`config.mk`:
```
export PLATFORM = sky130hd
export DESIGN_NAME = vrlp_to_compressed_vita_demux_flat
export DESIGN_NICKNAME = d
export VERILOG_FILES = /design/src/rtl/vrlp_to_compressed_vita_demux_if.sv /design/src/rtl/vrlp_to_compressed_vita_demux.sv /design/src/flat_wrapper.sv
export SDC_FILE = /design/constraint.sdc
export NUM_CORES = 1
export LEC_CHECK = 0
export CORE_MARGIN = 1
export CORE_UTILIZATION = 30
export CTS_BUF_LIST = sky130_fd_sc_hd__clkbuf_16
export DETAILED_ROUTE_END_ITERATION = 8
export HOLD_SLACK_MARGIN = 0.03
export PLACE_DENSITY_LB_ADDON = 0.3
export SYNTH_ARGS = -nofsm -noshare
export SYNTH_HDL_FRONTEND = slang
export SYNTH_SLANG_ARGS = --single-unit
export TNS_END_PERCENT = 5
```
`constraint.sdc`:
```
create_clock -name clk -period 6.8 [get_ports clk]
set_clock_uncertainty 0.05 [all_clocks]
set_input_delay 1.36 -clock clk [delete_from_list [all_inputs] [get_ports clk]]
set_output_delay 1.36 -clock clk [all_outputs]
set_load 0.01 [all_outputs]
```
`src/rtl/vrlp_to_compressed_vita_demux_if.sv`:
```
// Stream bundle for the VRLP deframer/demux:
// one 64-bit VRLP input, NUM_CH CHDR outputs sharing data/last.
interface vrlp_to_compressed_vita_demux_if #(
  parameter int NUM_CH = 4
);
  logic [63:0]       i_tdata;
  logic              i_tlast;
  logic              i_tvalid;
  logic              i_tready;
  logic [63:0]       o_tdata;
  logic              o_tlast;
  logic [NUM_CH-1:0] o_tvalid;
  logic [NUM_CH-1:0] o_tready;

  modport slave (
    input  i_tdata, i_tlast, i_tvalid, o_tready,
    output i_tready, o_tdata, o_tlast, o_tvalid
  );

  modport master (
    output i_tdata, i_tlast, i_tvalid, o_tready,
    input  i_tready, o_tdata, o_tlast, o_tvalid
  );
endinterface

```
`src/rtl/vrlp_to_compressed_vita_demux.sv`:
```
// VRLP deframer + CHDR channel demux, zero-latency pass-through.
// Define VRLP_SEQ_CHECK_EN to enable VRLP frame-count checking.
module vrlp_to_compressed_vita_demux #(
  parameter int NUM_CH     = 4,
  parameter int CH_SEL_LSB = 0,
  parameter int ERR_W      = 16
) (
  input  logic             clk,
  input  logic             reset_n,
  input  logic             clear,
  vrlp_to_compressed_vita_demux_if.slave bus,
  output logic [ERR_W-1:0] frame_err_cnt,
  output logic [ERR_W-1:0] seq_err_cnt
);
  localparam int CH_W = (NUM_CH > 1) ? $clog2(NUM_CH) : 1;

  localparam logic [2:0] S_IDLE     = 3'd0;
  localparam logic [2:0] S_CHDR_HDR = 3'd1;
  localparam logic [2:0] S_BODY     = 3'd2;
  localparam logic [2:0] S_TRAILER  = 3'd3;
  localparam logic [2:0] S_DROP     = 3'd4;

  logic [2:0]      state, state_nxt;
  logic [19:0]     vlen;
  logic [CH_W-1:0] ch_q, hdr_ch, sel_ch;
  logic [13:0]     rem, cw;
  logic [15:0]     clen;
  logic            is_vrlp, is_vend;
  logic            ch_ok, len_ok, hdr_ok;
  logic            fwd, xfer, ferr, hdr_acc;

  always_comb begin
    is_vrlp = bus.i_tdata[63:32] == 32'h5652_4C50;
    is_vend = bus.i_tdata[63:32] == 32'h5645_4E44;
    clen    = bus.i_tdata[47:32];
    cw      = 14'((17'(clen) + 17'd7) >> 3);
    hdr_ch  = bus.i_tdata[CH_SEL_LSB +: CH_W];
    ch_ok   = 32'(hdr_ch) < 32'(NUM_CH);
    len_ok  = vlen == (({6'd0, cw} << 1) + 20'd4);
    hdr_ok  = ch_ok && len_ok && (cw != 14'd0);
  end

  always_comb begin
    fwd    = 1'b0;
    sel_ch = ch_q;
    if (state == S_CHDR_HDR && hdr_ok) begin
      fwd    = 1'b1;
      sel_ch = hdr_ch;
    end else if (state == S_BODY) begin
      fwd = 1'b1;
    end
  end

  // Unselected channels' ready never reaches i_tready.
  always_comb begin
    bus.o_tvalid = '0;
    bus.i_tready = 1'b1;
    if (fwd) begin
      bus.o_tvalid[sel_ch] = bus.i_tvalid;
      bus.i_tready         = bus.o_tready[sel_ch];
    end
  end

  assign bus.o_tdata = bus.i_tdata;

  // An early i_tlast always closes the downstream packet.
  always_comb begin
    bus.o_tlast = 1'b0;
    if (state == S_CHDR_HDR && hdr_ok)
      bus.o_tlast = (cw == 14'd1) | bus.i_tlast;
    else if (state == S_BODY)
      bus.o_tlast = (rem == 14'd1) | bus.i_tlast;
  end

  assign xfer    = bus.i_tvalid & bus.i_tready;
  assign hdr_acc = xfer && state == S_IDLE
                   && is_vrlp && !bus.i_tlast;

  always_comb begin
    state_nxt = state;
    ferr      = 1'b0;
    if (xfer) begin
      unique case (state)
        S_IDLE: begin
          if (is_vrlp && !bus.i_tlast) begin
            state_nxt = S_CHDR_HDR;
          end else begin
            ferr      = 1'b1;
            state_nxt = bus.i_tlast ? S_IDLE : S_DROP;
          end
        end
        S_CHDR_HDR: begin
          if (!hdr_ok) begin
            ferr      = 1'b1;
            state_nxt = bus.i_tlast ? S_IDLE : S_DROP;
          end else if (bus.i_tlast) begin
            ferr      = 1'b1;
            state_nxt = S_IDLE;
          end else begin
            state_nxt = (cw == 14'd1) ? S_TRAILER : S_BODY;
          end
        end
        S_BODY: begin
          if (bus.i_tlast) begin
            ferr      = 1'b1;
            state_nxt = S_IDLE;
          end else if (rem == 14'd1) begin
            state_nxt = S_TRAILER;
          end
        end
        S_TRAILER: begin
          if (!(is_vend && bus.i_tlast)) begin
            ferr      = 1'b1;
            state_nxt = bus.i_tlast ? S_IDLE : S_DROP;
          end else begin
            state_nxt = S_IDLE;
          end
        end
        S_DROP: begin
          if (bus.i_tlast) state_nxt = S_IDLE;
        end
        default: state_nxt = S_IDLE;
      endcase
    end
  end

  always_ff @(posedge clk or negedge reset_n) begin
    if (!reset_n) begin
      state         <= S_IDLE;
      vlen          <= '0;
      ch_q          <= '0;
      rem           <= '0;
      frame_err_cnt <= '0;
    end else if (clear) begin
      state         <= S_IDLE;
      frame_err_cnt <= '0;
    end else begin
      state <= state_nxt;
      if (hdr_acc) vlen <= bus.i_tdata[19:0];
      if (xfer && state == S_CHDR_HDR && hdr_ok) begin
        ch_q <= hdr_ch;
        rem  <= cw - 14'd1;
      end
      if (xfer && state == S_BODY) rem <= rem - 14'd1;
      if (ferr) frame_err_cnt <= frame_err_cnt + ERR_W'(1);
    end
  end

`ifdef VRLP_SEQ_CHECK_EN
  logic [11:0] fcnt, exp_fcnt;
  logic        seeded, seq_err;

  assign fcnt    = bus.i_tdata[31:20];
  assign seq_err = hdr_acc && seeded && (fcnt != exp_fcnt);

  // First header after reset/clear only seeds the expectation.
  always_ff @(posedge clk or negedge reset_n) begin
    if (!reset_n) begin
      exp_fcnt    <= '0;
      seeded      <= 1'b0;
      seq_err_cnt <= '0;
    end else if (clear) begin
      exp_fcnt    <= '0;
      seeded      <= 1'b0;
      seq_err_cnt <= '0;
    end else if (hdr_acc) begin
      exp_fcnt <= fcnt + 12'd1;
      seeded   <= 1'b1;
      if (seq_err) seq_err_cnt <= seq_err_cnt + ERR_W'(1);
    end
  end
`else
  assign seq_err_cnt = '0;
`endif

endmodule

```
`src/flat_wrapper.sv`:
```
// flat-port wrapper written by rule: the top's interface ports become plain ports
module vrlp_to_compressed_vita_demux_flat 
#(
  parameter int NUM_CH     = 4,
  parameter int CH_SEL_LSB = 0,
  parameter int ERR_W      = 16
)
  (clk, reset_n, clear, frame_err_cnt, seq_err_cnt, bus_i_tdata, bus_i_tlast, bus_i_tvalid, bus_o_tready, bus_i_tready, bus_o_tdata, bus_o_tlast, bus_o_tvalid);
  vrlp_to_compressed_vita_demux_if #(.NUM_CH(NUM_CH)) bus_i ();
  input  logic clk;
  input  logic reset_n;
  input  logic clear;
  output logic [ERR_W-1:0] frame_err_cnt;
  output logic [ERR_W-1:0] seq_err_cnt;
  input wire logic [$bits(bus_i.i_tdata)-1:0] bus_i_tdata;
  input wire logic [$bits(bus_i.i_tlast)-1:0] bus_i_tlast;
  input wire logic [$bits(bus_i.i_tvalid)-1:0] bus_i_tvalid;
  input wire logic [$bits(bus_i.o_tready)-1:0] bus_o_tready;
  output wire logic [$bits(bus_i.i_tready)-1:0] bus_i_tready;
  output wire logic [$bits(bus_i.o_tdata)-1:0] bus_o_tdata;
  output wire logic [$bits(bus_i.o_tlast)-1:0] bus_o_tlast;
  output wire logic [$bits(bus_i.o_tvalid)-1:0] bus_o_tvalid;
  assign bus_i.i_tdata = bus_i_tdata;
  assign bus_i.i_tlast = bus_i_tlast;
  assign bus_i.i_tvalid = bus_i_tvalid;
  assign bus_i.o_tready = bus_o_tready;
  assign bus_i_tready = bus_i.i_tready;
  assign bus_o_tdata = bus_i.o_tdata;
  assign bus_o_tlast = bus_i.o_tlast;
  assign bus_o_tvalid = bus_i.o_tvalid;
  vrlp_to_compressed_vita_demux #(.NUM_CH(NUM_CH), .CH_SEL_LSB(CH_SEL_LSB), .ERR_W(ERR_W)) u_core (.clk(clk), .reset_n(reset_n), .clear(clear), .bus(bus_i), .frame_err_cnt(frame_err_cnt), .seq_err_cnt(seq_err_cnt));
endmodule
```
==> results.toml, run 1 <==
[grt]
grt_usage = 0.162
grt_pass1_wl_um = 23900
first_global_vias = 4565
grt_max_degree = 57
antenna_found_initial = 0
grt_overflow = 0

[floorplanning]
rows = 48
fp.coreArea_um2 = 17400
die-area_um2 = 18500
die_width_um = 136
initial_core_util = 0.310
io_pins = 175
die_h_um = 136

[timing]
rsz0062_at_grt = "yes"
worst_slew_pin_slew_ns = 0.755
fmax_mhz = 148
setup_viol = 0
period_minus_slack_ns = 6.76
drv_slew = 0
fin_crit_sh = 0.994
slew_headroom = 0.497
finalHoldViolCount = 0

[logic_synthesis]
ys_seq_area_frac = 0.255
yosys-top-cells-area = "dfrtp_1 25%, buf_4 12%, mux2_2 5.6%, xnor2_1 3.9%, nand3_1 2.8%"
yosys_warnings = 0
synthCells = 643
synth_flop_cell = "dfrtp_1"
syn_area_per_cell_um2 = 8.39
ys_ff_latch = 55
syn_area_um2 = 5400
synth_area_leader_cell = "dfrtp_1"
yosysTopAreaCellShare = 0.255
synth_cell_types = 79
synth-edff-count = 0
async_flop_share = 1.00

[place]
dpl_cell_area_um2 = 6660
placed_cells = 947
dp_hpwl_um = 11300
portBuffers = 134
gp_congestion = 0.869

[critical_path]
cp_data_arrival_time_ns = 5.35
worst-path-buf-inv = 3
crit_path_end_kind = "output port"
cpLargestDelayFamily = "compound AO/OA/AOI/OAI gates"
critPathMaxStageDelay_ns = 0.52
start_kind = "primary input"
rr_worst_depth = 10
cp_slowest_cell = "clkdlybuf4s50_1"
crit_type = "primary input to output port"
critical_path_peak_fanout = 4
crit_required_ns = 5.39
path_cells = "clkdlybuf4s50_1, o311a_1, xnor2_2, inv_1, ha_2, nand3_1, a221o_1, o311a_1, nor3_2, nand3_2, nor4b_4, mux2_2, nor3_1, o21a_1, clkdlybuf4s50_1"
cp.depth = 15

[worst_hold_path]
whs_path_depth = 1
min_path_type = "register to register"

[finish]
layout_commonest_cell = "clkdlybuf4s50_1"
final_nets = 812
fillers = 1740
multi_input_area_um2 = 3240
layout_common_cells = "131 x clkdlybuf4s50_1, 55 x dfrtp_1, 51 x buf_4"
syn_to_final_growth_pct = 26.9
instances_no_fill = 957
antennaDiodeCount = 0
regArea_um2 = 1380
drive_gt1_frac = 0.154
fin_area_um2 = 6850

[cts]
cts_sinks = 55
clk-insertion-delay-late_ns = 0.31
cts_buffers = 5
tritoncts = "built"
cts_hold_buffers = 0
htree_levels = 2
root_buffer = "clkbuf_16"
path_clk_slew_ns = 0.07
cts_max_path_buffers = 2

[routing]
wl_per_cell_um = 15.5
drc = 0
dr.pass1.iters = 5
vias = 5065
routed_wl_um = 14800
drtAntennaViolNets = 0
routed_via_density = 5.29
drt_iter0_markers = 324

[power]
ir_drop_mv = 0.0893
total_power_mw = 0.832
leakage_nw = 2.66
p_per_area_nw_per_um2 = 122

[status]
status = "finished clean"

[run]
cap_violations = 0
==> metrics by stage <==
stage                     setup WS [ns]  hold WS [ns]  utilization  TNS (ns)
after floorplan                   0.875         0.419            -         0
after global placement         -0.00124         0.453        0.382  -0.00124
after detailed placement        -0.0280         0.464        0.382   -0.0280
after CTS                       0.00420         0.482        0.391         0
after global routing             -0.173         0.513        0.393    -0.504
final                            0.0375         0.475        0.393         0
==> path summary, 6_finish.rpt <==
| check | from | endpoint | slack, ns |
|---|---|---|---|
| worst max-delay path | bus_i_tdata[33] | bus_o_tvalid[0] | 0.04 |
| max in group asynchronous | reset_n | u_core.vlen[7]$_DFFE_PN0P_ | 5.05 |
| worst min register to register | u_core.vlen[11]$_DFFE_PN0P_ | u_core.vlen[11]$_DFFE_PN0P_ | 0.48 |
| min in group asynchronous | reset_n | u_core.frame_err_cnt[6]$_DFFE_PN0P_ | 1.14 |
| worst max register to register | u_core.vlen[7]$_DFFE_PN0P_ | u_core.ch_q[1]$_DFFE_PN0P_ | 3.49 |
| worst min-delay path | u_core.vlen[11]$_DFFE_PN0P_ | u_core.vlen[11]$_DFFE_PN0P_ | 0.48 |
==> power breakdown <==
group          switching (mW)  total, mW  leakage (nW)  internal, mW
clock network           0.133      0.270        0.0716         0.137
logic                   0.114      0.227          1.88         0.114
registers             0.00483      0.335         0.709         0.330
total                   0.252      0.832          2.66         0.581
==> final cells by class <==
class	count	share of cell area
flip-flops and latches	55	0.201
multi-input cells	462	0.473
repair buffers	185	0.251
inverters	22	0.0121
well taps	225	0.0411
clock inverters	3	0.00292
clock buffers	5	0.0183
==> cells in the mapped netlist, types with 6 or more instances <==
cell type	instances
dfrtp_1	55
nor3_1	23
nand2_1	33
inv_1	22
o31a_1	8
nor2_1	37
nand3_1	30
buf_2	8
xnor2_1	24
a21oi_1	27
or4_1	15
o21ai_0	27
nand2b_1	8
xor2_1	9
o41ai_1	7
ha_1	8
nand3b_1	8
clkbuf_1	21
nand4_1	9
nor4_1	19
buf_4	88
mux2i_1	9
mux2_2	27
or3_1	8
o31ai_1	10
and3_1	7
o22ai_1	6
==> registers in the layout, indices dropped and copies added (netlist names) <==
register,count
u_core.frame_err_cnt,16
u_core.rem,14
u_core.vlen,20
u_core.ch_q,2
u_core.state,3
==> kinds of logic (layout without fill, tap and decap cells) <==
group                    after synthesis  in the layout  share of synthesized area
AO/OA/AOI/OAI                        127            127                      0.162
XOR/XNOR                              35             35                     0.0619
adder cells (fa/ha/maj)                8              8                     0.0185
buffers and inverters                141            215                      0.163
flip-flops                            55             55                      0.255
multiplexers                          36             36                     0.0730
other                                  1             16                   0.000695
AND/OR/NAND/NOR                      240            240                      0.266
==> metal layers <==
metal  GRT usage  vias up  routed length, um
met2       0.255      160               6720
met4      0.0426        0                207
met3      0.0257       17                798
li1            -     2469                  -
met1       0.228     2419               7070
met5           0        -                  0
==> timing repair <==
action                     4_1_cts  5_1_grt
gates resized for setup          1        7
pin swaps                        0        3
setup buffers                    2        0
setup endpoints to repair        1        6
(Power assumes the default switching activity.)
==> inputs of run 2 (changes only) <==
Settings changed: DONT_BUFFER_PORTS set to 1.
==> run 2 against run 1 <==
Against the previous run:
- final cell count is 18% lower
- flip-flop and latch count unchanged
- setup slack improved by 0.58 ns
- count of clock-buffer cells in the layout unchanged
- critical path depth is 2 lower
- core utilization shrank 9.7 points
- clock power decreased by 2%
- via count decreased by 12%
- global-route usage down 0.63 points
- combinational power shrank 57%
- routed wire length fell by 5.5%
- sequential share of layout area is 6.6 points higher
- largest cell class unchanged
==> results.toml, run 2 (synthesis results as in run 1) <==
[status]
status = "finished clean"

[critical_path]
r2r_slack_ns = 3.19
r2r_end = "u_core.ch_q[1]$_DFFE_PN0P_"
cp_slowest_cell = "nor4b_4"
worst-path-buf-inv = 1
critical_path_peak_fanout = 10
path_cells = "o311a_1, xnor2_1, inv_1, ha_1, nand3_1, a221o_1, o311a_1, nor3_2, nand3_1, nor4b_4, mux2_2, nor3_1, o21a_1"
rr_worst_depth = 10
crit_required_ns = 5.39
critPathMaxStageDelay_ns = 0.54
cp_data_arrival_time_ns = 4.78
r2r_start = "u_core.vlen[7]$_DFFE_PN0P_"
crit_type = "primary input to output port"
start_kind = "primary input"
crit_path_end_kind = "output port"
cpLargestDelayFamily = "compound AO/OA/AOI/OAI gates"

[finish]
post-route-util = 0.296
largest_reg_flops = 20
fillers = 1865
layout_common_cells = "55 x dfrtp_1, 37 x nor2_1, 33 x nand2_1"
final_nets = 636
regMostFlops = "u_core.vlen"
layout_commonest_cell = "dfrtp_1"
drive_gt1_frac = 0.117
antennaDiodeCount = 0
syn_to_final_growth_pct = -4.38
reg_top3 = "u_core.vlen: 20 flops, u_core.frame_err_cnt: 16 flops, u_core.rem: 14 flops"

[floorplanning]
io_pins = 175
rows = 48
initial_core_util = 0.310
fp.coreArea_um2 = 17400
die_h_um = 136
die-area_um2 = 18500
die_width_um = 136

[grt]
grt_usage = 0.156
grt_overflow = 0
antenna_found_initial = 0
grt_max_degree = 57
first_global_vias = 4341
grt_pass1_wl_um = 22700

[routing]
routed_wl_um = 14000
routed_via_density = 5.68
vias = 4433
drc = 0
drtAntennaViolNets = 0
dr.pass1.iters = 5
wl_per_cell_um = 17.9
drt_iter0_markers = 258

[timing]
drv_slew = 0
finalHoldViolCount = 0
finalSetupTns_ns = 0
slew_headroom = 0.268
setup_viol = 0
worst_slew_pin_slew_ns = 1.09
fin_crit_sh = 0.910
fmax_mhz = 162
rsz0062_at_grt = "no"
period_minus_slack_ns = 6.19

[cts]
cts_hold_buffers = 0
root_buffer = "clkbuf_16"
cts_buffers = 5
htree_levels = 2
clk-insertion-delay-late_ns = 0.31
cts_max_path_buffers = 2
tritoncts = "built"
cts_setup_buffers = 0
cts_resized = 0
cts_sinks = 55
path_clk_slew_ns = 0.08

[worst_hold_path]
worstHoldEndpoint = "u_core.vlen[11]$_DFFE_PN0P_"
whs_path_depth = 1
holdCritStartpoint = "u_core.vlen[11]$_DFFE_PN0P_"
min_path_type = "register to register"

[place]
gp_congestion = 0.849
portBuffers = 0
dp_hpwl_um = 10400

[run]
cap_violations = 0

[power]
p_per_area_nw_per_um2 = 135
ir_drop_mv = 0.0846
leakage_nw = 1.90
## run 2: changes by cell type in the layout (fill, tap and decap cells not counted), moves of 3 or more
cell / delta
clkdlybuf4s50_1: -131
buf_4: -42
xnor2_1: +3
xnor2_2: -3
## run 2: worst max-delay path by stage
stage | cells after the start | endpoint | start | slack [ns]
3_5_place_dp | 13 | bus_o_tvalid[0] | bus_i_tdata[32] | 0.61
6_report | 13 | bus_o_tvalid[0] | bus_i_tdata[32] | 0.61
2_1_floorplan | 14 | bus_o_tvalid[0] | bus_i_tdata[32] | 0.87
5_1_grt | 13 | bus_o_tvalid[0] | bus_i_tdata[32] | 0.34
4_1_cts | 13 | bus_o_tvalid[0] | bus_i_tdata[32] | 0.61
3_3_place_gp | 13 | bus_o_tvalid[0] | bus_i_tdata[32] | 0.68
## run 2: power breakdown
part | switching [mW] | internal (mW) | leakage, nW
sequential | 0.00573 | 0.330 | 0.709
clock | 0.129 | 0.135 | 0.0710
combinational | 0.0580 | 0.0405 | 1.12
## run 2: per-layer routing
metal	share of wire	GRT usage	vias up
met3	0.059	0.0373	27
met1	0.45	0.205	2153
met2	0.46	0.244	153
met5	0	0	-
li1	-	-	2100
met4	0.026	0.0617	0
## run 2: layout make-up
cell class / instances / area [um^2] / share of cell area
clock buffer: 5 / 125 / 0.0242
clock inverter: 3 / 16.3 / 0.00315
inverter: 22 / 82.6 / 0.0160
multi-input combinational: 462 / 3210 / 0.622
sequential: 55 / 1380 / 0.267
tap: 225 / 282 / 0.0545
timing repair buffer: 9 / 67.6 / 0.0131
## run 2: per-stage QoR
| step | total power [mW] | worst slack (ns) | hold WS, ns | instance area, um^2 | cells |
|---|---|---|---|---|---|
| 2_1_floorplan | 0.478 | 0.875 | 0.419 | 5450 | 658 |
| 3_3_place_gp | 0.438 | 0.678 | 0.452 | 5020 | 773 |
| 3_5_place_dp | 0.440 | 0.611 | 0.466 | 5020 | 773 |
| 4_1_cts | 0.707 | 0.610 | 0.484 | 5160 | 781 |
| 5_1_grt | 0.731 | 0.344 | 0.503 | 5160 | 781 |
| 6_report | 0.698 | 0.613 | 0.481 | 5160 | 781 |
## run 2: worst reg2reg max path, stage by stage, from the launching register on
cell     delay, ns
dfrtp_1       0.39
xnor2_1       0.14
or4_1         0.41
a22oi_1       0.26
o21ai_0       0.17
nor3_1        0.19
and3b_1       0.21
nor4b_4       0.50
buf_4         0.28
nor3b_2       0.50
mux2_2        0.39
